**config.mk**
```make
export PLATFORM = sky130hd
export DESIGN_NAME = reset_sequencer_flat
export DESIGN_NICKNAME = d
export VERILOG_FILES = /design/src/rtl/reset_sequencer_if.sv /design/src/rtl/reset_sequencer.sv /design/src/flat_wrapper.sv
export SDC_FILE = /design/constraint.sdc
export NUM_CORES = 1
export LEC_CHECK = 0
export CELL_PAD_IN_SITES_DETAIL_PLACEMENT = 1
export CELL_PAD_IN_SITES_GLOBAL_PLACEMENT = 1
export CORE_MARGIN = 5
export CORE_UTILIZATION = 46
export CTS_BUF_LIST = sky130_fd_sc_hd__clkbuf_4 sky130_fd_sc_hd__clkbuf_8 sky130_fd_sc_hd__clkbuf_16
export DETAILED_ROUTE_END_ITERATION = 7
export GPL_TIMING_DRIVEN = 0
export PLACE_DENSITY_LB_ADDON = 0.25
export SLEW_MARGIN = 30
export SYNTH_ARGS = -nofsm -noshare
export SYNTH_HDL_FRONTEND = slang
export SYNTH_SLANG_ARGS = --single-unit
export TNS_END_PERCENT = 5
```
**constraint.sdc**
```tcl
create_clock -name clk -period 8.25 [get_ports clk]
set_input_delay 1.2375 -clock clk [delete_from_list [all_inputs] [get_ports clk]]
set_output_delay 1.2375 -clock clk [all_outputs]
set_load 0.1 [all_outputs]
```
**src/rtl/reset_sequencer_if.sv**
```systemverilog
// Soft-reset handshake and per-domain reset outputs of reset_sequencer.
// The requester (CPU side) uses master; the sequencer uses slave.
interface reset_sequencer_if #(
    parameter int NSTAGES = 3
);
    logic               soft_req;
    logic               soft_ack;
    logic [NSTAGES-1:0] stage_rstn;
    logic               all_ready;
    logic [1:0]         cause;

    modport master (output soft_req, input soft_ack, stage_rstn, all_ready, cause);
    modport slave  (input soft_req, output soft_ack, stage_rstn, all_ready, cause);
endinterface

```
**src/rtl/reset_sequencer.sv**
```systemverilog
// Synchronizes board reset release, then releases NSTAGES domain resets with a
// hold and a stagger; also services a 4-phase soft-reset request from the CPU.
module reset_sequencer #(
    parameter int HOLD_CYCLES = 16,
    parameter int STAGGER     = 4,
    parameter int NSTAGES     = 3,
    parameter int SOFT_MIN    = 8
) (
    input  logic             clk,
    input  logic             resetn,
    reset_sequencer_if.slave seq_if
);
    localparam int MAX_HS  = (HOLD_CYCLES > STAGGER) ? HOLD_CYCLES : STAGGER;
    localparam int MAX_CNT = (MAX_HS > SOFT_MIN) ? MAX_HS : SOFT_MIN;
    localparam int CNT_W   = $clog2(MAX_CNT + 1);
    localparam int IDX_W   = (NSTAGES > 1) ? $clog2(NSTAGES) : 1;

    // The edge that first sees the synchronized reset already counts as hold
    // cycle 1, so the hold counter starts two below HOLD_CYCLES.
    localparam logic [CNT_W-1:0] HOLD_LOAD    = CNT_W'((HOLD_CYCLES > 1) ? HOLD_CYCLES - 2 : 0);
    localparam logic [CNT_W-1:0] STAGGER_LOAD = CNT_W'(STAGGER - 1);
    localparam logic [CNT_W-1:0] SOFT_LOAD    = CNT_W'(SOFT_MIN - 1);
    localparam logic [IDX_W-1:0] LAST_IDX     = IDX_W'(NSTAGES - 1);

    typedef enum logic [2:0] {SYNC, HOLD, RELEASE, RUN, SOFT, ACK} state_e;
    typedef enum logic [1:0] {CAUSE_POR = 2'b01, CAUSE_SOFT = 2'b10} cause_e;

    logic [1:0]         sync_q;
    state_e             state_q, state_d;
    logic [CNT_W-1:0]   cnt_q, cnt_d;
    logic [IDX_W-1:0]   idx_q, idx_d;
    logic [NSTAGES-1:0] stage_q, stage_d;
    logic               all_ready_q, all_ready_d;
    logic               soft_ack_q, soft_ack_d;
    cause_e             cause_q, cause_d;

    logic               rel_en;
    logic [IDX_W-1:0]   rel_idx;
    logic               soft_start;

    // NOTE: sequential state uses non-blocking assignments only, so every flop
    // samples the pre-edge value of every other flop regardless of block order.
    always_ff @(posedge clk or negedge resetn) begin
        if (!resetn) begin
            sync_q      <= '0;
            state_q     <= SYNC;
            cnt_q       <= '0;
            idx_q       <= '0;
            stage_q     <= '0;
            all_ready_q <= 1'b0;
            soft_ack_q  <= 1'b0;
            cause_q     <= CAUSE_POR;
        end else begin
            sync_q      <= {sync_q[0], 1'b1};
            state_q     <= state_d;
            cnt_q       <= cnt_d;
            idx_q       <= idx_d;
            stage_q     <= stage_d;
            all_ready_q <= all_ready_d;
            soft_ack_q  <= soft_ack_d;
            cause_q     <= cause_d;
        end
    end

    // NOTE: every signal written here gets a default first, so no path through
    // the case can leave one unassigned and infer a latch.
    always_comb begin
        state_d    = state_q;
        cnt_d      = cnt_q;
        idx_d      = idx_q;
        rel_en     = 1'b0;
        rel_idx    = idx_q;
        soft_start = 1'b0;

        unique case (state_q)
            SYNC: begin
                if (sync_q[1]) begin
                    if (HOLD_CYCLES == 1) begin
                        rel_en  = 1'b1;
                        rel_idx = '0;
                    end else begin
                        state_d = HOLD;
                        cnt_d   = HOLD_LOAD;
                    end
                end
            end
            HOLD, SOFT: begin
                if (cnt_q == '0) begin
                    rel_en  = 1'b1;
                    rel_idx = '0;
                end else begin
                    cnt_d = cnt_q - CNT_W'(1);
                end
            end
            RELEASE: begin
                if (cnt_q == '0) rel_en = 1'b1;
                else             cnt_d  = cnt_q - CNT_W'(1);
            end
            RUN: begin
                if (seq_if.soft_req) begin
                    soft_start = 1'b1;
                    state_d    = SOFT;
                    cnt_d      = SOFT_LOAD;
                end
            end
            ACK: begin
                if (soft_ack_q && !seq_if.soft_req) state_d = RUN;
            end
            default: state_d = SYNC;
        endcase

        // Soft sequences end in ACK; power-on sequences go straight to RUN.
        if (rel_en) begin
            if (rel_idx == LAST_IDX) begin
                state_d = (cause_q == CAUSE_SOFT) ? ACK : RUN;
                cnt_d   = '0;
            end else begin
                state_d = RELEASE;
                idx_d   = rel_idx + IDX_W'(1);
                cnt_d   = STAGGER_LOAD;
            end
        end
    end

    always_comb begin
        stage_d = stage_q;
        if (soft_start) stage_d = '0;
        if (rel_en)     stage_d[rel_idx] = 1'b1;

        all_ready_d = (&stage_q) & (&stage_d);
        cause_d     = soft_start ? CAUSE_SOFT : cause_q;
        // Ack rises unconditionally on the first ACK edge, then follows soft_req.
        soft_ack_d  = (state_q == ACK) && (!soft_ack_q || seq_if.soft_req);
    end

    assign seq_if.stage_rstn = stage_q;
    assign seq_if.all_ready  = all_ready_q;
    assign seq_if.soft_ack   = soft_ack_q;
    assign seq_if.cause      = cause_q;
endmodule

```
**src/flat_wrapper.sv**
```systemverilog
// flat-port wrapper written by rule: the top's interface ports become plain ports
module reset_sequencer_flat 
#(
    parameter int HOLD_CYCLES = 16,
    parameter int STAGGER     = 4,
    parameter int NSTAGES     = 3,
    parameter int SOFT_MIN    = 8
)
  (clk, resetn, seq_if_soft_req, seq_if_soft_ack, seq_if_stage_rstn, seq_if_all_ready, seq_if_cause);
  reset_sequencer_if #(.NSTAGES(NSTAGES)) seq_if_i ();
  input  logic clk;
  input  logic resetn;
  input wire logic [$bits(seq_if_i.soft_req)-1:0] seq_if_soft_req;
  output wire logic [$bits(seq_if_i.soft_ack)-1:0] seq_if_soft_ack;
  output wire logic [$bits(seq_if_i.stage_rstn)-1:0] seq_if_stage_rstn;
  output wire logic [$bits(seq_if_i.all_ready)-1:0] seq_if_all_ready;
  output wire logic [$bits(seq_if_i.cause)-1:0] seq_if_cause;
  assign seq_if_i.soft_req = seq_if_soft_req;
  assign seq_if_soft_ack = seq_if_i.soft_ack;
  assign seq_if_stage_rstn = seq_if_i.stage_rstn;
  assign seq_if_all_ready = seq_if_i.all_ready;
  assign seq_if_cause = seq_if_i.cause;
  reset_sequencer #(.HOLD_CYCLES(HOLD_CYCLES), .STAGGER(STAGGER), .NSTAGES(NSTAGES), .SOFT_MIN(SOFT_MIN)) u_core (.clk(clk), .resetn(resetn), .seq_if(seq_if_i));
endmodule
```
==> out/results.ini, run 1 <==
[run_status]
status = finished clean

[floorplan]
start_util = 0.486
die_area_um2 = 3430
die_x_um = 58.6
rows = 17
core_um2 = 2230
num_io_pins = 10
die_y_um = 58.6

[cells_and_area]
fin_cells = 154
fillers = 278
fin_nets = 134
utilization = 0.555
drive_gt1_frac = 0.119
seq_area_um2 = 477
synthToLayoutAreaGrowth_pct = 14.2
diodes = 0
final_area_um2 = 1240
multi_input_area_um2 = 552

[clocking]
cts-resized-gates = 0
numCtsBuffers = 3
clock-root-buffer = clkbuf_4
cts_setup_buffers = 0
clock_latency_ps = 300
cts_buffer_depth = 2
cts_sinks = 19
clkTransAtPathRegs_ps = 120
hold_buffers = 0
htree_levels = 1
cts_tree = done

[logic_synthesis]
syn-num-nets = 120
synth_compound_area_frac = 0.189
yosys.area_share.adder = 0.0554
netlist_area_um2 = 1080
synthMuxAreaShare = 0.0415
syn_inst = 113
synthTopCellsByCount = 18 x dfrtp_1, 7 x inv_1, 7 x o21ai_0, 6 x a21oi_1, 6 x nor2_1
yosysMostFrequentCell = dfrtp_1
synth_edf_count = 0
synth_simple_gate_area_frac = 0.197
yosysTopAreaCell = dfrtp_1
synth.avg_cell_area_um2 = 9.60
synth_cell_types = 44
synth.area.top_cells = dfrtp_1 42%, ha_1 4.6%, o21ai_0 3.2%
synth_flop_cell = dfrtp_1
synth_xor_xnor_area_share = 0.0161
synth_top_family_by_area = simple AND/OR/NAND/NOR gates
ys_warn_count = 0
async_flop_share = 1.00
ys_seq_area_frac = 0.439
synth-seq-cells = 19
yosysTopAreaCellShare = 0.415

[setup_path]
path_cells = clkdlybuf4s50_1
crit_required_ps = 7010
critPathTopFamily = buffers and inverters
criticalPathCategory = reg2out
r2r_end = u_core.idx_q[0]$_DFFE_PN0P_
cpPeakStageDelay_ps = 1130
cp_max_fo = 3
rr_worst_depth = 9
crit_slowest_cell = clkdlybuf4s50_1
start_kind = flip-flop
r2r-start = u_core.cnt_q[0]$_DFFE_PN0P_
arrival_ps = 1980
cp_num_buf_inv = 1
endpoint_kind = output pin
reg2reg_slack_ps = 5280

[drt]
dr.pass1.iters = 4
detail-route-antenna-nets = 0
wl_per_cell_um = 16.6
wirelength_um = 2560
vias = 895
remaining_drc_errors = 0
initialDrtViolationCount = 25
via_per_inst = 5.81

[sta]
skew_ps = 6.86
hold_viol_final = 0
max_freq_mhz = 310
finalSetupViolCount = 0
rsz0062_at_grt = false
setup_tns_ps = 0
finalMaxSlewViolations = 0
fin_crit_sh = 0.390
finalCriticalPeriod_ps = 3220
relSlewSlack = 0.350
worst_slew_pin_slew_ps = 972

[placement]
place_area_um2 = 1210
place_hpwl_um = 1800
port_buffers = 9
gp_congestion = 0.802
place_inst = 150

[run]
maxCapViolations = 0

[hold_path]
holdPathEnd = u_core.sync_q[1]$_DFF_PN0_
worst_hold_path_type = reg2reg
hold_start = u_core.sync_q[0]$_DFF_PN0_
holdPathStages = 0

[global_route]
grt_pass1_wl_um = 4470
grt_overflow = 0
gr-usage-all-layers = 0.166
grt_pass1_vias = 986
antenna_found_initial = 0
grt_max_degree = 20

## per-stage QoR
stage	setup slack, ps	hold slack (ps)
after global routing	4970	392
final	5030	364
after detailed placement	5320	339
after CTS	5010	366
after floorplan	5500	331
after global placement	5360	335
## cell type report
| class | instances | area share |
|---|---|---|
| inverters | 7 | 0.0212 |
| plain buffers | 7 | 0.0293 |
| clock inverters | 1 | 0.00404 |
| repair buffers | 9 | 0.0687 |
| clock buffers | 3 | 0.0182 |
| flip-flops and latches | 19 | 0.385 |
| well taps | 28 | 0.0283 |
| multi-input cells | 80 | 0.445 |
## logic make-up after synthesis
family / after synthesis
AO/OA/AOI/OAI: 31
buffers and inverters: 14
multiplexers: 4
adder cells (fa/ha/maj): 5
other: 1
XOR/XNOR: 2
AND/OR/NAND/NOR: 37
flip-flops: 19
## state kept, by name, summed over array words and instances, names as in the netlist
name and flops:
u_core.idx_q 2, u_core.seq_if.all_ready 1, u_core.state_q 3, u_core.cnt_q 5
u_core.sync_q 2, u_core.seq_if.soft_ack 1, u_core.seq_if.stage_rstn 3, u_core.seq_if.cause 2
## layout by cell type (no fill, tap or decap), types with 4 or more instances in the layout
master and count:
nand3_1 5, nor2_1 6, o21ai_0 7, ha_1 4
nand2_1 5, clkdlybuf4s50_1 8, inv_1 7, clkbuf_1 4
dfrtp_1 18, a21oi_1 6, nor2b_1 4
## routing by layer
layer,share of wire,wire length (um),vias up,track usage
met2,0.50,1290,11,0.282
li1,-,-,426,-
met4,0.014,35,0,0.0596
met3,0.023,58,5,0.0241
met5,0,0,-,0
met1,0.46,1180,453,0.214
## worst max-delay path by stage
stage | start | to | slack [ps] | cells after the start
after floorplan | u_core.cnt_q[0]$_DFFE_PN0P_ | u_core.idx_q[0]$_DFFE_PN0P_ | 5500 | 9
after global placement | u_core.cnt_q[0]$_DFFE_PN0P_ | u_core.idx_q[0]$_DFFE_PN0P_ | 5360 | 9
after detailed placement | u_core.cnt_q[0]$_DFFE_PN0P_ | u_core.idx_q[0]$_DFFE_PN0P_ | 5320 | 9
after CTS | u_core.seq_if.cause[0]$_DFFE_PN1P_ | seq_if_cause[0] | 5010 | 1
after global routing | u_core.seq_if.cause[0]$_DFFE_PN1P_ | seq_if_cause[0] | 4970 | 1
final | u_core.seq_if.cause[0]$_DFFE_PN1P_ | seq_if_cause[0] | 5030 | 1
Power of run 1 is not shown: default switching activity piles up to over one toggle a cycle in this logic, so the estimate is an artifact.
==> run 2, diff against run 1 <==
--- a/config.mk
+++ b/config.mk
@@ -8,7 +8,7 @@
 export CELL_PAD_IN_SITES_DETAIL_PLACEMENT = 1
 export CELL_PAD_IN_SITES_GLOBAL_PLACEMENT = 1
 export CORE_MARGIN = 5
-export CORE_UTILIZATION = 46
+export CORE_UTILIZATION = 43
 export CTS_BUF_LIST = sky130_fd_sc_hd__clkbuf_4 sky130_fd_sc_hd__clkbuf_8 sky130_fd_sc_hd__clkbuf_16
 export DETAILED_ROUTE_END_ITERATION = 7
 export GPL_TIMING_DRIVEN = 0
==> constraint.sdc (replaced) <==
create_clock -name clk -period 3.3 [get_ports clk]
set_input_delay 0.495 -clock clk [delete_from_list [all_inputs] [get_ports clk]]
set_output_delay 0.495 -clock clk [all_outputs]
set_load 0.1 [all_outputs]
==> out/results.ini, run 2 (synthesis results as in run 1) <==
[run_status]
status = finished clean  ; unchanged

[setup_path]
endpoint_kind = flip-flop  ; was output pin
path_cells = inv_1 -> ha_1 -> or4b_4 -> buf_6 -> or3_1 -> and2_1 -> ha_1 -> or3_4 -> mux2_4  ; was clkdlybuf4s50_1
cp_max_fo = 10  ; was 3
cp_num_buf_inv = 2  ; was 1
crit_start = u_core.cnt_q[0]$_DFFE_PN0P_  ; was u_core.seq_if.cause[0]$_DFFE_PN1P_
cpPeakStageDelay_ps = 470  ; was 1130 ps
crit_required_ps = 3500  ; was 7010 ps
crit_slowest_cell = or4b_4  ; was clkdlybuf4s50_1
path_common_cell = ha_1
start_kind = flip-flop  ; unchanged
criticalPathCategory = reg2reg  ; was reg2out
r2r-start = u_core.cnt_q[0]$_DFFE_PN0P_  ; unchanged
critPathTopFamily = simple AND/OR/NAND/NOR gates  ; was buffers and inverters
arrival_ps = 3160  ; was 1980 ps

[global_route]
grt_overflow = 0  ; unchanged
gr-usage-all-layers = 0.159  ; was 0.166
grt_pass1_vias = 966  ; was 986
grt_max_degree = 20  ; unchanged
antenna_found_initial = 0  ; unchanged
grt_pass1_wl_um = 4330  ; was 4470 um

[floorplan]
start_util = 0.442  ; was 0.486
num_io_pins = 10  ; unchanged
die_area_um2 = 3630  ; was 3430 um2
die_y_um = 60.2  ; was 58.6 um
core_um2 = 2450  ; was 2230 um2
rows = 18  ; was 17
die_x_um = 60.2  ; was 58.6 um

[sta]
hold_viol_final = 0  ; unchanged
setup_tns_ps = 0  ; unchanged
rsz0062_at_grt = false  ; unchanged
max_freq_mhz = 338
finalSetupViolCount = 0  ; unchanged
finalCriticalPeriod_ps = 2960
worst_slew_pin_slew_ps = 980  ; was 972 ps
skew_ps = 2.14  ; was 6.86 ps
finalMaxSlewViolations = 0  ; unchanged
relSlewSlack = 0.345  ; was 0.350
fin_crit_sh = 0.896

[cells_and_area]
layout_common_cells = 18 x dfrtp_1, 8 x clkdlybuf4s50_1, 7 x inv_1, 7 x o21ai_0  ; unchanged
drive_gt1_frac = 0.119  ; unchanged
synthToLayoutAreaGrowth_pct = 14.4  ; was 14.2%
fin_cells = 156  ; was 154
diodes = 0  ; unchanged
fin_nets = 134  ; unchanged
utilization = 0.506  ; was 0.555
largest_reg_flops = 5  ; unchanged
top_register = u_core.cnt_q  ; unchanged
final_common_cell = dfrtp_1  ; unchanged

[drt]
remaining_drc_errors = 0  ; unchanged
detail-route-antenna-nets = 0  ; unchanged
vias = 875  ; was 895
dr.pass1.iters = 4  ; unchanged
via_per_inst = 5.61  ; was 5.81
wirelength_um = 2470  ; was 2560 um
wl_per_cell_um = 15.8  ; was 16.6 um
initialDrtViolationCount = 21  ; was 25

[clocking]
cts-resized-gates = 0  ; unchanged
clkTransAtPathRegs_ps = 120  ; about the same
numCtsBuffers = 3  ; unchanged
hold_buffers = 0  ; unchanged
cts_tree = done  ; unchanged
cts_setup_buffers = 0  ; unchanged
cts_buffer_depth = 2  ; unchanged
htree_levels = 1  ; unchanged
cts_sinks = 19  ; unchanged
clock_latency_ps = 300  ; about the same
clock-root-buffer = clkbuf_4  ; unchanged

[placement]
port_buffers = 9  ; unchanged
gp_congestion = 0.793  ; was 0.802
place_hpwl_um = 1800  ; about the same
place_inst = 152  ; was 150

[hold_path]
worst_hold_path_type = in2async  ; was reg2reg

[run]
maxCapViolations = 0  ; unchanged

## run 2: cell counts in the layout (fill, tap and decap cells not counted)
No cell type changed its count.
## run 2: final cells by class
class                           instances  area, um2
Inverter                                7       26.3
Clock inverter                          1       5.00
Buffer                                  7       36.3
Timing Repair Buffer                    9       85.1
Clock buffer                            3       22.5
Fill cell                             286       1210
Tap cell                               30       37.5
Sequential cell                        19        477
Multi-Input combinational cell         80        552
## run 2: routing by layer
| layer | global-route usage | up-vias | wire (um) |
|---|---|---|---|
| li1 | - | 425 | - |
| met1 | 0.203 | 434 | 1170 |
| met5 | 0 | - | 0 |
| met4 | 0.0538 | 0 | 25 |
| met3 | 0.0194 | 4 | 61 |
| met2 | 0.276 | 12 | 1210 |
## run 2: worst register-to-register path, stage by stage (launching register included)
cell and delay, ps:
dfrtp_1 420, inv_1 80, ha_1 210, or4b_4 470, buf_6 160, or3_1 380, and2_1 190, ha_1 230
or3_4 410, mux2_4 310
## run 2: path summary, 6_finish.rpt
kind                            slack (ps)                                 end  cells past startpoint
worst max-delay path                   340         u_core.idx_q[0]$_DFFE_PN0P_                      9
max in group asynchronous             2850  u_core.seq_if.cause[0]$_DFFE_PN1P_                      1
worst min-delay path                   110         u_core.cnt_q[2]$_DFFE_PN0P_                      1
min in group clk                       360          u_core.sync_q[1]$_DFF_PN0_                      0
worst min register to register         360          u_core.sync_q[1]$_DFF_PN0_                      0
worst max register to register         340         u_core.idx_q[0]$_DFFE_PN0P_                      9
## run 2: per-stage QoR
step	instance area (um2)	hold WS (ps)	worst slack, ps
2_1_floorplan	1080	199	551
3_3_place_gp	1210	339	423
3_5_place_dp	1220	336	371
4_1_cts	1250	364	339
5_1_grt	1240	138	217
6_report	1240	113	342
Power of run 2 is left out for the same reason.
